**src/rtl/layer8_loop_sequencer.sv**
```systemverilog
// layer8_loop_sequencer: loop-nest controller for the layer-8 conv datapath.
// Steps L (tap, innermost), z (channel group), j (column) and k (row, outermost)
// and emits per-counter wrap flags. A run is started with start/busy/done.
// Optional build macro L8_SEQ_PERF_EN adds perf_cycles_o / perf_stalls_o counters.
module layer8_loop_sequencer #(
    parameter int L_MAX      = 9,
    parameter int J_MAX      = 14,
    parameter int K_MAX      = 14,
    parameter int PIPE_DEPTH = 3,
    parameter int L_W        = 4,
    parameter int J_W        = 4,
    parameter int K_W        = 4
) (
    input  logic           clk_i,
    input  logic           rst_i,
    input  logic           start_i,
    input  logic [2:0]     u_i,
    input  logic           en_i,
    input  logic           abort_i,
    output logic           busy_o,
    output logic           done_o,
    output logic           cfg_err_o,
    output logic           step_valid_o,
    output logic [L_W-1:0] l_cnt_o,
    output logic [1:0]     z_o,
    output logic [J_W-1:0] j_cnt_o,
    output logic [K_W-1:0] k_cnt_o,
    output logic           L_zero_o,
    output logic           z_zero_o,
    output logic           j_zero_o,
    output logic           k_zero_o,
    output logic           last_o
`ifdef L8_SEQ_PERF_EN
    ,
    output logic [31:0]    perf_cycles_o,
    output logic [31:0]    perf_stalls_o
`endif
);

    localparam int DW = (PIPE_DEPTH > 1) ? $clog2(PIPE_DEPTH) : 1;

    typedef enum logic [1:0] {S_IDLE, S_RUN, S_DRAIN} state_t;

    state_t         state_q, state_d;
    logic [1:0]     mode_q, mode_d;
    logic [L_W-1:0] l_q, l_d;
    logic [1:0]     z_q, z_d;
    logic [J_W-1:0] j_q, j_d;
    logic [K_W-1:0] k_q, k_d;
    logic [DW-1:0]  drain_q, drain_d;
    logic           done_q, done_d;
    logic           cfg_err_q, cfg_err_d;

    logic step, lz, zz, jz, kz, zLast;
    logic accept, reject, drainEnd;

    // A start in IDLE is either accepted (legal mode) or rejected; abort beats both.
    assign accept   = (state_q == S_IDLE) & start_i & ~abort_i & (u_i <= 3'd3);
    assign reject   = (state_q == S_IDLE) & start_i & ~abort_i & (u_i > 3'd3);
    assign drainEnd = (state_q == S_DRAIN) & (drain_q == DW'(PIPE_DEPTH - 1));

    // State register.
    always_ff @(posedge clk_i or posedge rst_i) begin
        if (rst_i) state_q <= S_IDLE;
        else       state_q <= state_d;
    end

    // Next-state logic: abort returns to IDLE from anywhere.
    always_comb begin
        state_d = state_q;
        if (abort_i) begin
            state_d = S_IDLE;
        end else begin
            case (state_q)
                S_IDLE:  if (accept)   state_d = S_RUN;
                S_RUN:   if (kz)       state_d = S_DRAIN;
                S_DRAIN: if (drainEnd) state_d = S_IDLE;
                default: state_d = S_IDLE;
            endcase
        end
    end

    // Output logic: step strobe and the cascaded wrap flags, gated by a firing step.
    always_comb begin
        step = (state_q == S_RUN) & en_i;
        case (mode_q)
            2'd0:    zLast = (z_q == 2'd1);
            2'd1:    zLast = 1'b1;
            default: zLast = (z_q == 2'd3);
        endcase
        lz = step & ((mode_q == 2'd2) | (l_q == L_W'(L_MAX - 1)));
        zz = lz & zLast;
        jz = zz & (j_q == J_W'(J_MAX - 1));
        kz = jz & (k_q == K_W'(K_MAX - 1));
    end

    // Counter next values: cleared outside RUN, nested increment on each step.
    always_comb begin
        l_d = l_q;
        z_d = z_q;
        j_d = j_q;
        k_d = k_q;
        if (abort_i || state_q != S_RUN) begin
            l_d = '0;
            z_d = '0;
            j_d = '0;
            k_d = '0;
        end else if (step) begin
            l_d = lz ? '0 : l_q + L_W'(1);
            if (lz) z_d = zz ? '0 : z_q + 2'd1;
            if (zz) j_d = jz ? '0 : j_q + J_W'(1);
            if (jz) k_d = kz ? '0 : k_q + K_W'(1);
        end
    end

    // Mode latch, drain timer and registered done/cfg_err pulses.
    always_comb begin
        mode_d    = accept ? u_i[1:0] : mode_q;
        drain_d   = (state_q == S_DRAIN && !abort_i && !drainEnd) ? drain_q + DW'(1) : '0;
        done_d    = drainEnd & ~abort_i;
        cfg_err_d = reject;
    end

    // Datapath registers.
    always_ff @(posedge clk_i or posedge rst_i) begin
        if (rst_i) begin
            mode_q    <= 2'd0;
            l_q       <= '0;
            z_q       <= '0;
            j_q       <= '0;
            k_q       <= '0;
            drain_q   <= '0;
            done_q    <= 1'b0;
            cfg_err_q <= 1'b0;
        end else begin
            mode_q    <= mode_d;
            l_q       <= l_d;
            z_q       <= z_d;
            j_q       <= j_d;
            k_q       <= k_d;
            drain_q   <= drain_d;
            done_q    <= done_d;
            cfg_err_q <= cfg_err_d;
        end
    end

    assign busy_o       = (state_q != S_IDLE);
    assign done_o       = done_q;
    assign cfg_err_o    = cfg_err_q;
    assign step_valid_o = step;
    assign l_cnt_o      = l_q;
    assign z_o          = z_q;
    assign j_cnt_o      = j_q;
    assign k_cnt_o      = k_q;
    assign L_zero_o     = lz;
    assign z_zero_o     = zz;
    assign j_zero_o     = jz;
    assign k_zero_o     = kz;
    assign last_o       = kz;

`ifdef L8_SEQ_PERF_EN
    logic [31:0] perfCycles_q, perfStalls_q;

    // Saturating run statistics, cleared when a run is accepted and held afterwards.
    always_ff @(posedge clk_i or posedge rst_i) begin
        if (rst_i) begin
            perfCycles_q <= '0;
            perfStalls_q <= '0;
        end else if (accept) begin
            perfCycles_q <= '0;
            perfStalls_q <= '0;
        end else begin
            if (state_q != S_IDLE && perfCycles_q != '1)
                perfCycles_q <= perfCycles_q + 32'd1;
            if (state_q == S_RUN && !en_i && perfStalls_q != '1)
                perfStalls_q <= perfStalls_q + 32'd1;
        end
    end

    assign perf_cycles_o = perfCycles_q;
    assign perf_stalls_o = perfStalls_q;
`endif

endmodule

```
**config.mk**
```make
export PLATFORM = sky130hd
export DESIGN_NAME = layer8_loop_sequencer
export DESIGN_NICKNAME = d
export VERILOG_FILES = /design/src/rtl/layer8_loop_sequencer.sv
export SDC_FILE = /design/constraint.sdc
export NUM_CORES = 1
export LEC_CHECK = 0
export ABC_AREA = 0
export BUFFER_PORTS_ARGS = -buffer_cell sky130_fd_sc_hd__clkbuf_2
export CORE_MARGIN = 2
export CORE_UTILIZATION = 50
export CTS_BUF_LIST = sky130_fd_sc_hd__clkbuf_4
export CTS_CLUSTER_SIZE = 14
export DETAILED_ROUTE_END_ITERATION = 8
export PLACE_DENSITY = 0.72
export SLEW_MARGIN = 10
export SYNTH_ARGS = -nofsm -noshare
export SYNTH_HDL_FRONTEND = slang
export SYNTH_SLANG_ARGS = --single-unit
```
**constraint.sdc**
```tcl
create_clock -name clk_i -period 1.8 [get_ports clk_i]
set_input_delay 0.18 -clock clk_i [delete_from_list [all_inputs] [get_ports clk_i]]
set_output_delay 0.18 -clock clk_i [all_outputs]
set_load 0.01 [all_outputs]
```
==> results.json, run 1 <==
{
  "period_minus_slack_ns": 1.81,
  "number_of_levels_in_the_clock_h_tree": 1,
  "syn_nets": 139,
  "core_region_area_um2": 2430,
  "syn_area_per_cell_um2": 10.2,
  "worst_slew_pin_slew_ns": 0.338,
  "cts_inserted_buffers": 3,
  "worstPathArrival_ns": 1.63,
  "synth_warnings": 0,
  "post_synth_inst_count": 124,
  "grt_start_max_net_pins": 23,
  "clk_pin_slew_worst_paths_ns": 0.13,
  "num_antenna_cells": 0,
  "layout-area-overhead-vs-synth_pct": 32.0,
  "die-height_um": 54.3,
  "worst-path-buf-inv": 1,
  "postLayoutSetupSlackWorst_ns": -0.0117,
  "finalNonFillerCells": 204,
  "worst_skew_pair.late_latency_ns": 0.31,
  "grt_antenna_before_repair": 0,
  "drt.antenna.violating_nets": 0,
  "fmaxAchievable_mhz": 552,
  "failed_checks": "negative setup slack",
  "synth_async_sr_flop_share_pct": 100,
  "cp.required_ns": 1.62,
  "synth_top_flop_cell": "sky130_fd_sc_hd__dfrtp_1",
  "drt_first_pass_iters": 4,
  "max_cap_viols": 0,
  "globalplace.congestion": 0.856,
  "worst-path-max-fanout": 7,
  "worst_ir_drop_vdd_uv": 477,
  "slowest_delay_ns": 0.46,
  "most-common-layout-cells": "sky130_fd_sc_hd__clkbuf_2 (28), sky130_fd_sc_hd__dfrtp_1 (20), sky130_fd_sc_hd__buf_4 (18)",
  "ys_ff_latch": 22,
  "post_synthesis_instance_area_um2": 1260,
  "wire_length_of_the_first_global_routing_pass_um": 4770,
  "detail_route.vias_per_cell": 5.52,
  "yosysSeqAreaShare_pct": 43.6,
  "vias_in_the_first_global_route": 1087,
  "timing_hold_violations_final": 0,
  "slew_viol_final": 0,
  "finalNetCount": 191,
  "die_x_um": 54.3,
  "wl_per_cell_um": 15.1,
  "relative_max_transition_margin_pct": 77.5,
  "timing.final.setup_violations": 3,
  "timing.hold.worst.class": "in -> reg",
  "cpLargestDelayFamily": "flip-flops",
  "critical_path.endpoint_type": "output port",
  "routed_wirelength_um": 3080,
  "synth.distinct_cells": 44,
  "slowest_stage": "sky130_fd_sc_hd__dfrtp_2",
  "io_buffer_count": 30,
  "setup.worst_path.class": "reg -> out",
  "start_util_pct": 52.0,
  "detailedPlace.worstSlack_ns": 0.0501,
  "detailed_place_hpwl_um": 2160,
  "placement_rows": 18,
  "drt-initial-drc-count": 19,
  "drc_violations_left": 0,
  "worst_setup_path_start_kind": "flip-flop",
  "dr_total_vias": 1127,
  "layout_cell_share_with_drive_strength_beyond_1_pct": 46.6,
  "clk_root_buffer_cell": "sky130_fd_sc_hd__clkbuf_4",
  "dieArea_um2": 2950,
  "final.period_utilization_pct": 101,
  "cts_tree": "yes",
  "powerDensity_nw_per_um2": 572,
  "rsz0062_at_grt": "yes",
  "crit_chain": "and2b_2 > o31ai_4 > nor3_4 > buf_2",
  "clock_sink_count": 22,
  "layout.cells.most_common": "sky130_fd_sc_hd__clkbuf_2",
  "ioPinCount": 31,
  "totalNegativeSetupSlack_ns": -0.0211,
  "globalRouteOverflowTotal": 0,
  "max_clock_skew_ns": 0.0132,
  "edff_count_synth": 0,
  "placed_instance_count": 190,
  "clock_path_buffers": 2,
  "fill_cells": 180,
  "status": "finished with violations",
  "power.total_uw": 955,
  "power.static_leakage_nw": 0.797,
  "total_routing_usage_gr_pct": 22.8,
  "fin_util_pct": 68.6
}
what timing repair did:
item	in CTS	in global routing
hold endpoints to repair	22	0
pin swaps	4	2
hold buffers	1	0
setup buffers	8	2
endpoints found under the setup margin	4	10
gates resized for setup	12	9
cloned	0	0
cell families after synthesis:
logic type	after synthesis	synth area share [%]
DFF	22	43.6
AOI/OAI and AO/OA	27	16.7
adders and majority gates	7	6.93
and+or+nand+nor	49	23.6
buffers and inverters	15	6.24
xor gates and xnor gates	3	2.08
muxes	1	0.891
tightest hold or removal path, delay by kind of cell:
kind                   cells  cell delay (ns)
buffers and inverters      1             0.08
AOI/OAI and AO/OA          1             0.06
and+or+nand+nor            1             0.04
flip-flops by register name, summed over array words and instances, names as in the netlist:
signal,count
j_cnt_o,4
k_cnt_o,4
l_cnt_o,4
drain_q,2
mode_q,2
state_q,2
z_o,2
cfg_err_o,1
done_o,1
layout make-up:
cell class,instances,area [µm²],area share [%]
Multi-Input combinational cell,87,696,41.7
Inverter,11,41.3,2.48
Clock buffer,3,22.5,1.35
Timing Repair Buffer,51,318,19.1
Sequential cell,22,553,33.2
Tap cell,30,37.5,2.25
per-layer routing:
metal  GRT usage, %  share of wire (%)  wire [µm]
met1           27.2                 40       1230
met2           41.0                 53       1630
met3           3.28                5.0        155
met4           9.17                2.0         61
met5              0                  0          0
final timing paths:
kind | slack, ns | cells past startpoint | to | from
worst min-delay path | 0.06 | 3 | mode_q[1] | u_i[1]
max in group asynchronous | 1.15 | 4 | mode_q[1] | rst_i
min in group asynchronous | 0.42 | 4 | k_cnt_o[2] | rst_i
worst min register to register | 0.44 | 1 | drain_q[0] | drain_q[0]
worst max-delay path | -0.01 | 4 | k_zero_o | z_o[0]
worst max register to register | 0.04 | 7 | j_cnt_o[3] | l_cnt_o[0]
cells in the mapped netlist, types with 2 or more instances:
master / number / area, µm²
sky130_fd_sc_hd__nand3_1: 5 / 25.0
sky130_fd_sc_hd__nor3_1: 4 / 20.0
sky130_fd_sc_hd__inv_1: 11 / 41.3
sky130_fd_sc_hd__and3_1: 2 / 12.5
sky130_fd_sc_hd__nor2b_1: 2 / 12.5
sky130_fd_sc_hd__xor2_1: 2 / 17.5
sky130_fd_sc_hd__nor3b_1: 2 / 15.0
sky130_fd_sc_hd__o31ai_1: 3 / 22.5
sky130_fd_sc_hd__ha_1: 7 / 87.6
sky130_fd_sc_hd__or4_1: 5 / 37.5
sky130_fd_sc_hd__o21ai_0: 6 / 30.0
sky130_fd_sc_hd__buf_6: 2 / 22.5
sky130_fd_sc_hd__o221a_2: 2 / 22.5
sky130_fd_sc_hd__nor2_1: 7 / 26.3
sky130_fd_sc_hd__nand2_1: 7 / 26.3
sky130_fd_sc_hd__a21oi_1: 7 / 35.0
sky130_fd_sc_hd__dfrtp_1: 22 / 551
sky130_fd_sc_hd__buf_4: 2 / 15.0
per-stage QoR:
| stage | hold slack (ns) | area [µm²] |
|---|---|---|
| after global routing | 0.0910 | 1670 |
| final | 0.0611 | 1670 |
| after CTS | 0.0656 | 1620 |
| after detailed placement | 0.216 | 1490 |
| after global placement | 0.211 | 1490 |
| after floorplan | 0.169 | 1270 |
report_power, final:
part	leakage (nW)	internal, mW	switching [mW]
sequential	0.299	0.508	0.0122
combinational	0.484	0.0879	0.118
clock	0.0138	0.0783	0.150
No activity file was read; power rests on OpenSTA's default activity.
==> run 2: changes to the inputs <==
--- a/config.mk
+++ b/config.mk
@@ -13,6 +13,8 @@
 export CTS_CLUSTER_SIZE = 14
 export DETAILED_ROUTE_END_ITERATION = 8
 export PLACE_DENSITY = 0.72
+export SETUP_SLACK_MARGIN = 0.1
+export SKIP_LAST_GASP = 1
 export SLEW_MARGIN = 10
 export SYNTH_ARGS = -nofsm -noshare
 export SYNTH_HDL_FRONTEND = slang
==> run 2 against run 1 <==
Effect of this change: the flow still finishes with violations (negative setup slack); power grew 3.4%; sequential share of layout area shrank 1.2 points; maximum frequency shrank 3.0%; global-route usage grew 0.64 points; via count grew 3.9%; design area grew 3.7%; critical path depth grew 2; clock skew shrank 0.00066 ns; wire length grew 10%; cell count grew 2.0%; critical path type unchanged; largest cell class unchanged; highest routed layer unchanged.
==> results.json, run 2 (synthesized netlist as in run 1, its figures left out) <==
{
  "cp.required_ns": 1.62,
  "wire_length_of_the_first_global_routing_pass_um": 4950,
  "worst_setup_path_start_kind": "flip-flop",
  "dr_total_vias": 1171,
  "setup.worst_path.class": "reg -> out",
  "design_area_um2": 1730,
  "routed_wirelength_um": 3400,
  "detailedPlace.worstSlack_ns": 0.0501,
  "powerDensity_nw_per_um2": 571,
  "layout-area-overhead-vs-synth_pct": 36.8,
  "globalplace.congestion": 0.856,
  "cts_tree": "yes",
  "num_antenna_cells": 0,
  "globalRouteOverflowTotal": 0,
  "worst-path-max-fanout": 6,
  "clock_path_buffers": 2,
  "placement_rows": 18,
  "total_routing_usage_gr_pct": 23.5,
  "clock_sink_count": 22,
  "wl_per_cell_um": 16.3,
  "postLayoutSetupSlackWorst_ns": -0.0669,
  "layout_cell_share_with_drive_strength_beyond_1_pct": 50.6,
  "detail_route.vias_per_cell": 5.63,
  "fmaxAchievable_mhz": 536,
  "number_of_levels_in_the_clock_h_tree": 1,
  "drt.antenna.violating_nets": 0,
  "die-height_um": 54.3,
  "status": "finished with violations",
  "detailed_place_hpwl_um": 2160,
  "die_x_um": 54.3,
  "layout.cells.most_common": "sky130_fd_sc_hd__clkbuf_2",
  "period_minus_slack_ns": 1.87,
  "placed_area_um2": 1490,
  "finalNetCount": 195,
  "cts_inserted_buffers": 3,
  "drt-initial-drc-count": 34,
  "dieArea_um2": 2950,
  "final.period_utilization_pct": 104,
  "power.static_leakage_nw": 0.829,
  "critical_path.endpoint_type": "output port",
  "relative_max_transition_margin_pct": 73.0,
  "fin_util_pct": 71.1,
  "timing_hold_violations_final": 0,
  "clk_root_buffer_cell": "sky130_fd_sc_hd__clkbuf_4",
  "grt_antenna_before_repair": 0,
  "timing.final.setup_violations": 5,
  "worst_skew_pair.late_latency_ns": 0.31,
  "start_util_pct": 52.0,
  "slew_viol_final": 0,
  "drt_first_pass_iters": 4,
  "worst_slew_pin_slew_ns": 0.405,
  "grt_start_max_net_pins": 23,
  "failed_checks": "negative setup slack",
  "max_cap_viols": 0,
  "drc_violations_left": 0,
  "fill_cells": 174,
  "most-common-layout-cells": "sky130_fd_sc_hd__clkbuf_2 (27), sky130_fd_sc_hd__dfrtp_1 (21), sky130_fd_sc_hd__buf_4 (21)",
  "worst_ir_drop_vdd_uv": 497,
  "hold-worst-slack_ns": 0.0594,
  "io_buffer_count": 30,
  "max_clock_skew_ns": 0.0125,
  "ioPinCount": 31,
  "worstPathArrival_ns": 1.69,
  "timing.hold.worst.class": "in -> reg",
  "core_region_area_um2": 2430,
  "clk_pin_slew_worst_paths_ns": 0.13,
  "vias_in_the_first_global_route": 1098,
  "rsz0062_at_grt": "yes"
}
run 2: cell count changes in the layout (fill, tap and decap cells not counted), moves of 3 or more:
cell	previous run	this run
sky130_fd_sc_hd__a21oi_1	6	3
sky130_fd_sc_hd__or4_4	0	3
sky130_fd_sc_hd__a21oi_2	1	4
sky130_fd_sc_hd__or4_1	5	2
sky130_fd_sc_hd__buf_4	18	21
run 2: report_power, final:
group	total (mW)	internal, mW	switching, mW
Sequential	0.521	0.508	0.0124
Clock	0.230	0.0783	0.152
Combinational	0.236	0.106	0.130
Total	0.987	0.692	0.295
run 2: final cells by class:
type	count	area (µm²)	share of cell area, %
Tap cell	30	37.5	2.17
Timing Repair Buffer	55	352	20.3
Multi-Input combinational cell	87	724	41.9
Clock buffer	3	22.5	1.30
Sequential cell	22	552	31.9
Inverter	11	41.3	2.39
run 2: worst paths after layout:
| path | from | endpoint | slack (ns) | depth (start not counted) |
|---|---|---|---|---|
| worst max register to register | l_cnt_o[0] | j_cnt_o[3] | -0.03 | 7 |
| worst min register to register | drain_q[0] | drain_q[0] | 0.44 | 1 |
| max in group asynchronous | rst_i | mode_q[1] | 1.14 | 4 |
| worst max-delay path | l_cnt_o[0] | k_zero_o | -0.07 | 6 |
| worst min-delay path | u_i[1] | mode_q[1] | 0.06 | 3 |
| min in group asynchronous | rst_i | k_cnt_o[2] | 0.42 | 4 |
run 2: worst max-delay path: stages (launching register included):
cell and delay, ns:
sky130_fd_sc_hd__dfrtp_1 0.40, sky130_fd_sc_hd__inv_1 0.07, sky130_fd_sc_hd__ha_2 0.16, sky130_fd_sc_hd__and3b_2 0.26
sky130_fd_sc_hd__o211ai_4 0.13, sky130_fd_sc_hd__nor3_4 0.19, sky130_fd_sc_hd__buf_2 0.18
run 2: repair_timing:
item,CTS,global route
setup endpoints to repair,12,13
resized for setup,15,15
buffers inserted,11,2
endpoints found under the hold margin,22,0
hold buffers,1,0
cloned,0,1
pin swaps,4,7
run 2: metrics by stage:
step | std cells | TNS, ns | power [mW]
floorplan | 124 | 0 | 0.650
global placement | 190 | 0 | 0.686
detailed placement | 190 | 0 | 0.694
CTS | 205 | -0.0161 | 0.951
global route | 208 | -0.580 | 1.02
finish | 208 | -0.249 | 0.987
run 2: layer usage:
metal | track usage [%] | vias up | routed length [µm]
li1 | - | 551 | -
met1 | 29.2 | 568 | 1370
met2 | 41.0 | 45 | 1810
met3 | 3.28 | 7 | 157
met4 | 8.75 | 0 | 57
met5 | 0 | - | 0
==> run 3: changes to the inputs <==
--- a/config.mk
+++ b/config.mk
@@ -8,14 +8,14 @@
 export ABC_AREA = 0
 export BUFFER_PORTS_ARGS = -buffer_cell sky130_fd_sc_hd__clkbuf_2
 export CORE_MARGIN = 2
-export CORE_UTILIZATION = 50
+export CORE_UTILIZATION = 55
 export CTS_BUF_LIST = sky130_fd_sc_hd__clkbuf_4
 export CTS_CLUSTER_SIZE = 14
 export DETAILED_ROUTE_END_ITERATION = 8
-export PLACE_DENSITY = 0.72
+export PLACE_DENSITY = 0.79
 export SETUP_SLACK_MARGIN = 0.1
 export SKIP_LAST_GASP = 1
-export SLEW_MARGIN = 10
+export SLEW_MARGIN = 15
 export SYNTH_ARGS = -nofsm -noshare
 export SYNTH_HDL_FRONTEND = slang
 export SYNTH_SLANG_ARGS = --single-unit
==> run 3 against run 2 <==
Effect of this change: via count decreased by 1.0%; flip-flop and latch count did not move; non-clock buffer count fell by 1; register-to-register slack improved by 0.03 ns; the run still ends with negative setup slack left; wire length is 9.7% lower; design area down 1.3%; global-route usage is 0.54 points higher; die area is 8.4% lower.
==> results.json, run 3 (synthesized netlist as in run 1, its figures left out) <==
{
  "finalNetCount": 194,
  "num_antenna_cells": 0,
  "fmaxAchievable_mhz": 550,
  "detailed_place_hpwl_um": 2000,
  "dieArea_um2": 2700,
  "clk_root_buffer_cell": "sky130_fd_sc_hd__clkbuf_4",
  "slew_viol_final": 0,
  "clk_pin_slew_worst_paths_ns": 0.11,
  "reg2reg_setup_slack_ns": 0,
  "timing.final.setup_violations": 2,
  "power.static_leakage_nw": 0.819,
  "setup.worst_path.class": "reg -> out",
  "cts_tree": "yes",
  "ioPinCount": 31,
  "die-height_um": 51.9,
  "clock_sink_count": 22,
  "postLayoutSetupSlackWorst_ns": -0.0179,
  "worst_slew_pin_slew_ns": 0.347,
  "wl_per_cell_um": 14.9,
  "die_x_um": 51.9,
  "core_region_area_um2": 2190,
  "worstHoldStart": "u_i[1]",
  "total_routing_usage_gr_pct": 24.0,
  "placed_instance_count": 188,
  "finalNonFillerCells": 205,
  "clock_path_buffers": 2,
  "crit-reg2reg-launch": "l_cnt_o[1]",
  "power.total_uw": 941,
  "io_buffer_count": 30,
  "dr_total_vias": 1159,
  "detail_route.vias_per_cell": 5.65,
  "worst_setup_path_startpoint": "l_cnt_o[1]",
  "drt-initial-drc-count": 26,
  "grt_antenna_before_repair": 0,
  "drt_first_pass_iters": 4,
  "worstPathArrival_ns": 1.64,
  "wire_length_of_the_first_global_routing_pass_um": 4800,
  "number_of_levels_in_the_clock_h_tree": 1,
  "worst_setup_path_start_kind": "flip-flop",
  "timing.hold.worst.class": "in -> reg",
  "worst_skew_pair.late_latency_ns": 0.30,
  "layout-area-overhead-vs-synth_pct": 35.0,
  "max_clock_skew_ns": 0.000686,
  "critical_path.endpoint_type": "output port",
  "placement_rows": 17,
  "status": "finished with violations",
  "grt_start_max_net_pins": 23,
  "vias_in_the_first_global_route": 1122,
  "drc_violations_left": 0,
  "layout.cells.most_common": "sky130_fd_sc_hd__clkbuf_2",
  "start_util_pct": 57.7,
  "max_cap_viols": 0,
  "failed_checks": "negative setup slack",
  "final.period_utilization_pct": 101,
  "drt.antenna.violating_nets": 0,
  "worst-path-max-fanout": 3,
  "cts_inserted_buffers": 3,
  "most-common-layout-cells": "sky130_fd_sc_hd__clkbuf_2 (26), sky130_fd_sc_hd__dfrtp_1 (21), sky130_fd_sc_hd__buf_4 (20)",
  "globalplace.congestion": 0.804,
  "relative_max_transition_margin_pct": 76.9,
  "routed_wirelength_um": 3060,
  "rsz0062_at_grt": "yes",
  "worst_ir_drop_vdd_uv": 550,
  "globalRouteOverflowTotal": 0,
  "powerDensity_nw_per_um2": 551,
  "timing_hold_violations_final": 0,
  "period_minus_slack_ns": 1.82,
  "cp.required_ns": 1.62,
  "layout_cell_share_with_drive_strength_beyond_1_pct": 48.6
}
run 3: layout make-up:
cell class              count  area (µm²)
flip-flops and latches     22         552
clock buffers               3        22.5
repair buffers             54         357
well taps                  28        35.0
multi-input cells          87         699
inverters                  11        41.3
fillers                   140         484
run 3: metal layers:
| metal | vias up | track usage [%] | routed length [µm] |
|---|---|---|---|
| met5 | - | 0 | 0 |
| met4 | 0 | 10.5 | 57 |
| met3 | 7 | 2.87 | 112 |
| met2 | 30 | 42.8 | 1610 |
| met1 | 563 | 28.7 | 1280 |
| li1 | 559 | - | - |
run 3: per-stage QoR:
stage | setup slack (ns) | hold slack [ns] | setup TNS (ns) | utilization (%) | cell area (µm²)
after floorplan | 0.115 | 0.169 | 0 | - | 1270
after global placement | 0.125 | 0.205 | 0 | 68.1 | 1490
after detailed placement | 0.0659 | 0.213 | 0 | 68.1 | 1490
after CTS | -0.00880 | 0.0746 | -0.0155 | 75.5 | 1650
after global routing | -0.0867 | 0.0842 | -0.590 | 77.9 | 1710
final | -0.0179 | 0.0737 | -0.0275 | 77.9 | 1710
run 3: final timing paths:
check / end / cells after the start
max: k_zero_o / 6
min: mode_q[1] / 3
max reg2reg: k_cnt_o[0] / 7
min reg2reg: drain_q[0] / 1
max in group asynchronous: mode_q[1] / 4
min in group asynchronous: l_cnt_o[3] / 4
run 3: report_power, final:
part	switching, mW	internal (mW)
logic	0.111	0.0856
clock network	0.143	0.0782
registers	0.0139	0.508
run 3: what timing repair did:
action                                 4_1_cts  5_1_grt
endpoints found under the hold margin       22        0
gates resized for setup                     14       13
hold buffers                                 1        0
pin swaps                                   10        5
setup buffers                               11        2
setup endpoints to repair                   10       14
run 3: critical path: stages, from the launching register on:
cell	delay, ns
sky130_fd_sc_hd__dfrtp_1	0.40
sky130_fd_sc_hd__inv_1	0.06
sky130_fd_sc_hd__ha_2	0.14
sky130_fd_sc_hd__and3b_2	0.23
sky130_fd_sc_hd__o211ai_4	0.11
sky130_fd_sc_hd__nor3_4	0.20
sky130_fd_sc_hd__buf_2	0.18
